$ cat src/rtl/riscv_alu_pkg.sv
// ALU opcode encodings shared by the ID/EX stage and the ALU, plus the
// control-bit bundle carried from decode into EX.
package riscv_alu_pkg;

    localparam logic [4:0] ALU_AND  = 5'b00000;
    localparam logic [4:0] ALU_OR   = 5'b00001;
    localparam logic [4:0] ALU_XOR  = 5'b00010;
    localparam logic [4:0] ALU_ADD  = 5'b00011;
    localparam logic [4:0] ALU_SUB  = 5'b00100;
    localparam logic [4:0] ALU_SLT  = 5'b00101;
    localparam logic [4:0] ALU_SLTU = 5'b00110;
    localparam logic [4:0] ALU_SLL  = 5'b00111;
    localparam logic [4:0] ALU_SRL  = 5'b01000;
    localparam logic [4:0] ALU_SRA  = 5'b01001;
    localparam logic [4:0] ALU_BLTU = 5'b01010;
    localparam logic [4:0] ALU_BGEU = 5'b01011;

    localparam logic [4:0] ALU_OP_MAX = ALU_BGEU;

    typedef struct packed {
        logic reg_write;
        logic mem_read;
        logic mem_write;
        logic branch;
    } ctrl_t;

    function automatic logic is_shift_op(input logic [4:0] op);
        return (op == ALU_SLL) || (op == ALU_SRL) || (op == ALU_SRA);
    endfunction

endpackage

$ cat src/rtl/fwd_mux.sv
// One-operand forwarding select: EX/MEM beats MEM/WB beats the register copy.
// x0 is never forwarded since its architectural value is always zero.
module fwd_mux #(
    parameter int XLEN    = 32,
    parameter int RADDR_W = 5
) (
    input  logic [RADDR_W-1:0] rs_addr_i,
    input  logic [XLEN-1:0]    rs_data_i,
    input  logic [RADDR_W-1:0] exmem_rd_i,
    input  logic               exmem_reg_write_i,
    input  logic [XLEN-1:0]    exmem_result_i,
    input  logic [RADDR_W-1:0] memwb_rd_i,
    input  logic               memwb_reg_write_i,
    input  logic [XLEN-1:0]    memwb_result_i,
    output logic [XLEN-1:0]    data_o
);

    logic hit_exmem;
    logic hit_memwb;

    assign hit_exmem = exmem_reg_write_i && (exmem_rd_i != '0) && (exmem_rd_i == rs_addr_i);
    assign hit_memwb = memwb_reg_write_i && (memwb_rd_i != '0) && (memwb_rd_i == rs_addr_i);

    always_comb begin
        data_o = rs_data_i;
        if (hit_exmem)
            data_o = exmem_result_i;
        else if (hit_memwb)
            data_o = memwb_result_i;
    end

endmodule

$ cat src/rtl/id_ex_stage.sv
// ID/EX pipeline register feeding the ALU: forwarding, operand select, shift
// masking, flush/load-use bubbles. ID_EX_PERF_CNT_EN adds bubble/stall counters.
module id_ex_stage
    import riscv_alu_pkg::*;
#(
    parameter int XLEN    = 32,
    parameter int RADDR_W = 5
) (
    input  logic               clk,
    input  logic               rst_n,
    input  logic               id_valid,
    input  logic [XLEN-1:0]    id_pc,
    input  logic [XLEN-1:0]    id_rs1_data,
    input  logic [XLEN-1:0]    id_rs2_data,
    input  logic [XLEN-1:0]    id_imm,
    input  logic [RADDR_W-1:0] id_rs1_addr,
    input  logic [RADDR_W-1:0] id_rs2_addr,
    input  logic [RADDR_W-1:0] id_rd_addr,
    input  logic [4:0]         id_alu_op,
    input  logic               id_src_a,
    input  logic               id_src_b,
    input  logic               id_reg_write,
    input  logic               id_mem_read,
    input  logic               id_mem_write,
    input  logic               id_branch,
    input  logic               stall,
    input  logic               flush,
    input  logic [RADDR_W-1:0] exmem_rd,
    input  logic [RADDR_W-1:0] memwb_rd,
    input  logic               exmem_reg_write,
    input  logic               memwb_reg_write,
    input  logic [XLEN-1:0]    exmem_result,
    input  logic [XLEN-1:0]    memwb_result,
    output logic               load_use,
    output logic               ex_valid,
    output logic [XLEN-1:0]    ex_A,
    output logic [XLEN-1:0]    ex_B,
    output logic [4:0]         ex_alu_op,
    output logic [XLEN-1:0]    ex_store_data,
    output logic [XLEN-1:0]    ex_pc,
    output logic [RADDR_W-1:0] ex_rd_addr,
    output logic               ex_reg_write,
    output logic               ex_mem_read,
    output logic               ex_mem_write,
`ifdef ID_EX_PERF_CNT_EN
    output logic [31:0]        perf_bubbles,
    output logic [31:0]        perf_stalls,
`endif
    output logic               ex_branch
);

    logic               valid_q,    valid_d;
    logic [XLEN-1:0]    pc_q,       pc_d;
    logic [XLEN-1:0]    rs1_data_q, rs1_data_d;
    logic [XLEN-1:0]    rs2_data_q, rs2_data_d;
    logic [XLEN-1:0]    imm_q,      imm_d;
    logic [RADDR_W-1:0] rs1_addr_q, rs1_addr_d;
    logic [RADDR_W-1:0] rs2_addr_q, rs2_addr_d;
    logic [RADDR_W-1:0] rd_q,       rd_d;
    logic [4:0]         alu_op_q,   alu_op_d;
    logic               src_a_q,    src_a_d;
    logic               src_b_q,    src_b_d;
    ctrl_t              ctrl_q,     ctrl_d;

    logic [XLEN-1:0]    rs1_fwd;
    logic [XLEN-1:0]    rs2_fwd;
    logic               kill;

    fwd_mux #(.XLEN(XLEN), .RADDR_W(RADDR_W)) u_fwd_rs1 (
        .rs_addr_i         (rs1_addr_q),
        .rs_data_i         (rs1_data_q),
        .exmem_rd_i        (exmem_rd),
        .exmem_reg_write_i (exmem_reg_write),
        .exmem_result_i    (exmem_result),
        .memwb_rd_i        (memwb_rd),
        .memwb_reg_write_i (memwb_reg_write),
        .memwb_result_i    (memwb_result),
        .data_o            (rs1_fwd)
    );

    fwd_mux #(.XLEN(XLEN), .RADDR_W(RADDR_W)) u_fwd_rs2 (
        .rs_addr_i         (rs2_addr_q),
        .rs_data_i         (rs2_data_q),
        .exmem_rd_i        (exmem_rd),
        .exmem_reg_write_i (exmem_reg_write),
        .exmem_result_i    (exmem_result),
        .memwb_rd_i        (memwb_rd),
        .memwb_reg_write_i (memwb_reg_write),
        .memwb_result_i    (memwb_result),
        .data_o            (rs2_fwd)
    );

    assign load_use = id_valid && valid_q && ctrl_q.mem_read && (rd_q != '0) &&
                      ((rd_q == id_rs1_addr) || (rd_q == id_rs2_addr));

    // Flush outranks stall, stall outranks load-use; both kill paths load a bubble.
    assign kill = flush || (!stall && load_use);

    always_comb begin
        valid_d    = valid_q;
        pc_d       = pc_q;
        rs1_data_d = rs1_data_q;
        rs2_data_d = rs2_data_q;
        imm_d      = imm_q;
        rs1_addr_d = rs1_addr_q;
        rs2_addr_d = rs2_addr_q;
        rd_d       = rd_q;
        alu_op_d   = alu_op_q;
        src_a_d    = src_a_q;
        src_b_d    = src_b_q;
        ctrl_d     = ctrl_q;
        if (kill) begin
            valid_d    = 1'b0;
            pc_d       = '0;
            rs1_data_d = '0;
            rs2_data_d = '0;
            imm_d      = '0;
            rs1_addr_d = '0;
            rs2_addr_d = '0;
            rd_d       = '0;
            alu_op_d   = ALU_AND;
            src_a_d    = 1'b0;
            src_b_d    = 1'b0;
            ctrl_d     = '0;
        end else if (stall) begin
            // Capture whatever is being forwarded now so a producer that
            // retires during the stall is not lost.
            rs1_data_d = rs1_fwd;
            rs2_data_d = rs2_fwd;
        end else begin
            valid_d    = id_valid;
            pc_d       = id_pc;
            rs1_data_d = id_rs1_data;
            rs2_data_d = id_rs2_data;
            imm_d      = id_imm;
            rs1_addr_d = id_rs1_addr;
            rs2_addr_d = id_rs2_addr;
            rd_d       = id_rd_addr;
            alu_op_d   = (id_alu_op > ALU_OP_MAX) ? ALU_AND : id_alu_op;
            src_a_d    = id_src_a;
            src_b_d    = id_src_b;
            ctrl_d     = id_valid ? ctrl_t'{id_reg_write, id_mem_read, id_mem_write, id_branch}
                                  : ctrl_t'('0);
        end
    end

    always_ff @(posedge clk or negedge rst_n) begin
        if (!rst_n) begin
            valid_q    <= 1'b0;
            pc_q       <= '0;
            rs1_data_q <= '0;
            rs2_data_q <= '0;
            imm_q      <= '0;
            rs1_addr_q <= '0;
            rs2_addr_q <= '0;
            rd_q       <= '0;
            alu_op_q   <= ALU_AND;
            src_a_q    <= 1'b0;
            src_b_q    <= 1'b0;
            ctrl_q     <= '0;
        end else begin
            valid_q    <= valid_d;
            pc_q       <= pc_d;
            rs1_data_q <= rs1_data_d;
            rs2_data_q <= rs2_data_d;
            imm_q      <= imm_d;
            rs1_addr_q <= rs1_addr_d;
            rs2_addr_q <= rs2_addr_d;
            rd_q       <= rd_d;
            alu_op_q   <= alu_op_d;
            src_a_q    <= src_a_d;
            src_b_q    <= src_b_d;
            ctrl_q     <= ctrl_d;
        end
    end

    always_comb begin
        ex_B = src_b_q ? imm_q : rs2_fwd;
        if (is_shift_op(alu_op_q))
            ex_B[XLEN-1:5] = '0;
    end

    assign ex_A          = src_a_q ? pc_q : rs1_fwd;
    assign ex_store_data = rs2_fwd;
    assign ex_valid      = valid_q;
    assign ex_alu_op     = alu_op_q;
    assign ex_pc         = pc_q;
    assign ex_rd_addr    = rd_q;
    assign ex_reg_write  = ctrl_q.reg_write;
    assign ex_mem_read   = ctrl_q.mem_read;
    assign ex_mem_write  = ctrl_q.mem_write;
    assign ex_branch     = ctrl_q.branch;

`ifdef ID_EX_PERF_CNT_EN
    logic [31:0] perf_bubbles_q, perf_bubbles_d;
    logic [31:0] perf_stalls_q,  perf_stalls_d;

    assign perf_bubbles_d = kill  ? perf_bubbles_q + 32'd1 : perf_bubbles_q;
    assign perf_stalls_d  = stall ? perf_stalls_q  + 32'd1 : perf_stalls_q;

    always_ff @(posedge clk or negedge rst_n) begin
        if (!rst_n) begin
            perf_bubbles_q <= '0;
            perf_stalls_q  <= '0;
        end else begin
            perf_bubbles_q <= perf_bubbles_d;
            perf_stalls_q  <= perf_stalls_d;
        end
    end

    assign perf_bubbles = perf_bubbles_q;
    assign perf_stalls  = perf_stalls_q;
`endif

endmodule

$ cat config.mk
export PLATFORM = sky130hd
export DESIGN_NAME = id_ex_stage
export DESIGN_NICKNAME = d
export VERILOG_FILES = /design/src/rtl/riscv_alu_pkg.sv /design/src/rtl/fwd_mux.sv /design/src/rtl/id_ex_stage.sv
export SDC_FILE = /design/constraint.sdc
export NUM_CORES = 1
export LEC_CHECK = 0
export ABC_AREA = 1
export BUFFER_PORTS_ARGS = -buffer_cell sky130_fd_sc_hd__buf_4
export CAP_MARGIN = 20
export CORE_UTILIZATION = 30
export CTS_CLUSTER_DIAMETER = 80
export DETAILED_ROUTE_END_ITERATION = 7
export PLACE_DENSITY = 0.58
export SYNTH_ARGS = -nofsm -noshare
export SYNTH_HDL_FRONTEND = slang
export SYNTH_SLANG_ARGS = --single-unit
$ cat constraint.sdc
create_clock -name clk -period 2.2 [get_ports clk]
set_input_delay 0.22 -clock clk [delete_from_list [all_inputs] [get_ports clk]]
set_output_delay 0.22 -clock clk [all_outputs]
set_load 0.02 [all_outputs]
==> flow_summary.yaml, run 1 <==
global_route:
  grt_pass1_vias: 11800
  grt_antenna_before_repair: 0
  overflow: 0
  grt_max_degree: 129
  grt_pass1_wl_um: 68800
  grt_usage: 0.250
final_layout:
  layout-drive-gt1-share: 0.341
  diodes: 0
  finalNetCount: 2294
  n_fill_cell: 3623
  areaGrowthSynthToFinish_pct: 51.9
clock_tree:
  clk_pin_slew_ns: 0.06
  clock_path_buffers: 2
  cts_tree: "done"
  h-tree-depth: 4
  cts-root-buf: "clkbuf_16"
  cts_buffers: 17
  clk_latency_ns: 0.45
  clock-sinks: 155
die:
  die_area_sq_mm: 0.0367
  pin_count: 379
  start_util: 0.304
  core_sq_mm: 0.0355
  row_count: 69
  chipHeight_um: 192
  die_w_um: 192
yosys:
  ys_seq_area_frac: 0.360
  synth_top_area_cell: "dfrtp_1"
  synth_compound_area_frac: 0.0140
  synth_most_common_cell: "nand2_1"
  synth.avg_cell_area_sq_um: 6.61
  async_flop_share: 1.00
  synthMuxAreaShare: 0
  synth_cell_type_count: 29
  synth_cells: 1632
  synthSimpleGateAreaFrac: 0.479
  synth_area_sq_mm: 0.0108
  ys_warn_count: 0
  syn_nets: 1867
  synth_edf_count: 0
  yosysTopAreaCellShare: 0.360
  ys_top_cells_by_count: "552 x nand2_1, 214 x inv_1, 200 x nor2_1"
  yosys.area_share.xor_xnor: 0.0193
  ys_seq_elements: 155
  synth_ff_type: "dfrtp_1"
  synth_top_family_by_area: "simple AND/OR/NAND/NOR gates"
  yosys-top-cells-area: "dfrtp_1 36%, nand2_1 19%, nand3_1 9.0%, inv_1 7.4%, nor2_1 7.0%"
  synthAdderAreaFrac: 0
timing:
  setup_slack_ns: -0.279
  rsz0062_at_grt: "true"
  drv_slew: 0
  tightest_slew_ns: 0.636
  post-route-min-period_ns: 2.48
  holdWs_ns: 0.0278
  setup_viol: 96
  clock.fmax_ghz: 0.403
  clock_skew_ns: 0.0134
  fin_crit_sh: 1.13
  timing.slew.headroom: 0.576
  hold_violations: 0
placed_design:
  hpwl_um: 31300
  routabilityCongestion: 0.851
  port_buffers: 378
power:
  leakagePower_nw: 9.39
  p_total_mw: 9.43
  powerDensity_mw_per_mm2: 576
  irDropWorstVdd_mv: 0.550
worst_setup_path:
  worstSetupPathType: "reg -> out"
  worst_r2r_endpoint: "rs2_data_q[26]"
  crit_path_start: "rs2_addr_q[2]"
  critPathLaunchType: "flop"
  critPathRequiredTime_ns: 1.98
  ff2ff_setup_slack_ns: 0.39
  cp-endpoint: "ex_B[23]"
  critPathMaxFanout: 16
  worstReg2RegStart: "rs2_addr_q[3]"
  worstSetupEndpointType: "output port"
  worstPathArrival_ns: 2.26
  r2r_cells: 10
drt:
  post_drt_wl_per_cell_um: 18.4
  drtIter0Drc: 852
  routed_wl_um: 46700
  vias: 12000
  drc_errors: 0
  drtPass1Iterations: 5
  postRouteAntennaNets: 0
  vias_per_cell: 4.74
worst_hold_path:
  hp-class: "in -> reg"
  hold_depth: 3
status:
  status: "finished with violations"
  violations: "setup timing"
run:
  maxCapViolations: 0
## area by class of cell
class	instances	area (sq um)	area share
Multi-Input combinational cell	1167	6060	0.370
Timing Repair Buffer	500	4400	0.269
Sequential cell	155	3880	0.237
Inverter	218	818	0.0500
Tap cell	461	577	0.0352
Clock buffer	20	447	0.0273
Clock inverter	12	195	0.0119
## sequential cells by signal (all words and copies together) (netlist names)
name and cells:
src_b_q 1, ex_mem_read 1, rs1_addr_q 5, imm_q 32, ex_mem_write 1, rs1_data_q 32
ex_alu_op 5, ex_valid 1, rs2_data_q 32, rs2_addr_q 5, src_a_q 1, ex_reg_write 1
ex_pc 32, ex_branch 1, ex_rd_addr 5
## per-stage QoR
stage | setup slack (ns) | cell area [sq um] | cells | setup TNS (ns) | util
finish | -0.279 | 16400 | 2533 | -17.69 | 0.462
global route | -0.407 | 16400 | 2533 | -31.57 | 0.462
CTS | -0.279 | 15900 | 2525 | -19.59 | 0.448
detailed placement | 0.0448 | 14200 | 2417 | 0 | 0.400
global placement | 0.0991 | 14200 | 2417 | 0 | 0.400
floorplan | 0.408 | 10800 | 1632 | 0 | -
## critical path: stages, from the launching register on
cell and delay (ns):
dfrtp_1 0.43, xor2_1 0.21, nor2_4 0.20, buf_4 0.34, nand3_1 0.15, nand3_2 0.11, nand3_1 0.08, nand2_1 0.09
inv_1 0.04, buf_4 0.14
## cells in the final DEF, fill, tap and decap left out, types with 2 or more instances in the layout
| master | n |
|---|---|
| nand2_8 | 2 |
| nor3_4 | 2 |
| nand4_1 | 34 |
| nand2_2 | 70 |
| nand3_2 | 127 |
| dlygate4sd3_1 | 59 |
| nor2_1 | 198 |
| a21oi_1 | 26 |
| dfrtp_2 | 2 |
| inv_2 | 4 |
| xnor2_1 | 5 |
| nand3_1 | 133 |
| dfrtp_1 | 153 |
| clkinv_2 | 3 |
| nand2_1 | 529 |
| bufinv_16 | 5 |
| xnor2_2 | 3 |
| xor2_1 | 12 |
| inv_1 | 213 |
| nand2_4 | 3 |
| nor2_4 | 8 |
| buf_4 | 384 |
| clkbuf_16 | 19 |
| clkbuf_1 | 2 |
| a21oi_4 | 2 |
| xor2_2 | 2 |
| buf_6 | 27 |
| clkinvlp_4 | 4 |
| nand3_4 | 7 |
| buf_8 | 2 |
| buf_16 | 3 |
| buf_12 | 23 |
## per-layer routing
layer | routed length, um | GRT usage | vias to the layer above
met1 | 20700 | 0.332 | 5716
li1 | - | - | 5850
met2 | 22400 | 0.411 | 399
met3 | 2810 | 0.0459 | 50
met5 | 0 | 0 | -
met4 | 841 | 0.0772 | 0
## worst min-delay path by stage
stage | end | slack, ns | startpoint
3_5_place_dp | ex_rd_addr[1] | 0.13 | rst_n
6_report | ex_mem_write | 0.03 | id_mem_write
3_3_place_gp | ex_rd_addr[1] | 0.13 | rst_n
4_1_cts | ex_pc[29] | 0.003 | id_pc[29]
2_1_floorplan | ex_alu_op[0] | -0.08 | rst_n
5_1_grt | ex_rd_addr[0] | 0.02 | id_rd_addr[0]
## logic make-up (layout without fill, tap and decap cells)
group           after synthesis  count (layout)
flops                       155             155
simple gates               1113            1115
compound gates               29              30
buf+inv                     313             750
xor+xnor                     22              22
## timing repair
action / CTS / global route
pin swaps: 19 / 28
hold buffers: 59 / 0
cloned: 5 / 3
setup buffers: 12 / 5
endpoints found under the hold margin: 84 / 0
resized for setup: 57 / 84
endpoints found under the setup margin: 96 / 96
## power breakdown
group	internal, mW	switching [mW]	total (mW)	leakage, nW
registers	3.03	0.107	3.13	2.03
clock network	2.04	1.31	3.35	0.302
logic	1.22	1.73	2.95	7.06
Power figures use the tool's default switching activity.
==> inputs of run 2 (changes only) <==
- CTS_CLUSTER_DIAMETER: 80 -> default
- SKIP_CTS_REPAIR_TIMING: default -> 1
==> run 2 against run 1 <==
  * The flow finishes with violations (hold timing, setup timing)
  * Core utilization up 0.78 points
  * Fmax down 1.8%
  * Cell count down 0.12%
  * Sequential power about the same
  * Cell area up 1.7%
==> flow_summary.yaml, run 2 (synthesized netlist as in run 1, its figures left out) <==
drt:
  vias: 12100
  drtPass1Iterations: 7
  drc_errors: 0
  routed_wl_um: 46200
  vias_per_cell: 4.80
  post_drt_wl_per_cell_um: 18.3
  drtIter0Drc: 853
  postRouteAntennaNets: 0
worst_setup_path:
  critPathRequiredTime_ns: 1.98
  cp_top_family: "simple AND/OR/NAND/NOR gates"
  cp_num_buf_inv: 3
  slowest_delay_ns: 0.43
  crit_chain: "xor2_1, nor2_4, buf_4, nand3_1, nand3_2, nand3_1, nand2_1, inv_1, buf_4"
  worstSetupPathType: "reg -> out"
  worstPathArrival_ns: 2.30
  cp_slowest_cell: "dfrtp_1"
  worstSetupEndpointType: "output port"
  critPathMaxFanout: 16
  critPathLaunchType: "flop"
final_layout:
  finalNetCount: 2291
  fin_area_sq_mm: 0.0167
  final_util: 0.469
  diodes: 0
  areaGrowthSynthToFinish_pct: 54.4
  final_common_cell: "nand2_1"
  mostFrequentLayoutCells: "482 x nand2_1, 364 x buf_4, 205 x inv_1, 197 x nor2_1, 152 x dfrtp_1"
  finalNonFillerCells: 2530
  n_fill_cell: 3613
  layout-drive-gt1-share: 0.361
clock_tree:
  h-tree-depth: 4
  clock-sinks: 155
  cts_buffers: 17
  clock_path_buffers: 2
  cts-root-buf: "clkbuf_16"
  cts_tree: "done"
  clk_pin_slew_ns: 0.07
  clk_latency_ns: 0.45
die:
  die_w_um: 192
  start_util: 0.304
  pin_count: 379
  core_sq_mm: 0.0355
  chipHeight_um: 192
  row_count: 69
  die_area_sq_mm: 0.0367
power:
  p_seq_frac: 0.329
  p_switching_mw: 3.19
  power.share.combinational: 0.319
  p_total_mw: 9.52
  leakagePower_nw: 9.41
  p_sw_frac: 0.335
  irDropWorstVdd_mv: 0.547
  internal_power_mw: 6.33
  powerDensity_mw_per_mm2: 572
  clkPwrFrac: 0.352
placed_design:
  dp_slack_ns: 0.0448
  routabilityCongestion: 0.851
  dp.cells: 2417
  port_buffers: 378
  hpwl_um: 31300
  post_dp_cell_area_sq_mm: 0.0142
timing:
  post-route-min-period_ns: 2.52
  setup_slack_ns: -0.324
  hold_violations: 2
  tightest_slew_ns: 0.648
  clock_skew_ns: 0.0119
  holdWs_ns: -0.00445
  clock.fmax_ghz: 0.396
  setup_viol: 96
  fin_crit_sh: 1.15
  fin_tns_setup_ns: -17.31
  timing.slew.headroom: 0.568
  drv_slew: 0
  rsz0062_at_grt: "true"
worst_hold_path:
  hp-class: "in -> reg"
global_route:
  grt_max_degree: 129
  grt_pass1_vias: 11500
  grt_pass1_wl_um: 65800
  grt_antenna_before_repair: 0
  overflow: 0
  grt_usage: 0.237
status:
  violations: "hold timing, setup timing"
  status: "finished with violations"
run:
  maxCapViolations: 0
[run 2: cell count changes in the layout (fill, tap and decap cells not counted), sizes merged]
cell,previous run,this run
dlygate4sd3,59,55
clkbuf,22,25
a21oi,28,27
buf,439,438
[run 2: per-layer routing]
metal | vias up | share of wire | track usage
met4 | 0 | 0.020 | 0.0775
met3 | 59 | 0.062 | 0.0517
met2 | 442 | 0.48 | 0.388
met5 | - | 0 | 0
met1 | 5798 | 0.43 | 0.309
li1 | 5844 | - | -
[run 2: layout make-up]
cell class	count	area, sq um	share of cell area
multi-input combinational	1166	6260	0.376
timing repair buffer	498	4480	0.269
sequential	155	3880	0.233
inverter	218	818	0.0491
tap	461	577	0.0346
clock buffer	20	447	0.0268
clock inverter	12	195	0.0117
[run 2: worst paths after layout]
| path | end | depth (start not counted) | startpoint | slack [ns] |
|---|---|---|---|---|
| max | ex_B[11] | 9 | rs2_addr_q[2] | -0.32 |
| min | ex_reg_write | 3 | id_reg_write | -0.004 |
| max reg2reg | rs2_data_q[16] | 14 | rs2_addr_q[1] | 0.33 |
| min reg2reg | imm_q[24] | 2 | imm_q[24] | 0.48 |
| max in group asynchronous | rs2_data_q[19] | 3 | rst_n | 1.22 |
| min in group asynchronous | ex_rd_addr[1] | 2 | rst_n | 0.22 |
[run 2: worst reg2reg max path, cell delays in order (launching register included)]
cell and delay (ns):
dfrtp_1 0.43, inv_1 0.07, nand2_1 0.04, nand2_1 0.07, nand3_2 0.10, nor2_4 0.13, buf_12 0.19, buf_12 0.18
nand3_4 0.11, nand3_4 0.08, buf_6 0.10, buf_4 0.09, nand3_1 0.05, nand2_1 0.09, inv_1 0.04
[run 2: power groups by stage]
stage,Clock (mW),Combinational [mW],Sequential [mW]
floorplan,0,1.32,3.21
global placement,0,2.61,3.17
detailed placement,0,2.62,3.18
CTS,3.41,2.63,3.13
global route,3.53,3.29,3.15
finish,3.35,3.04,3.13
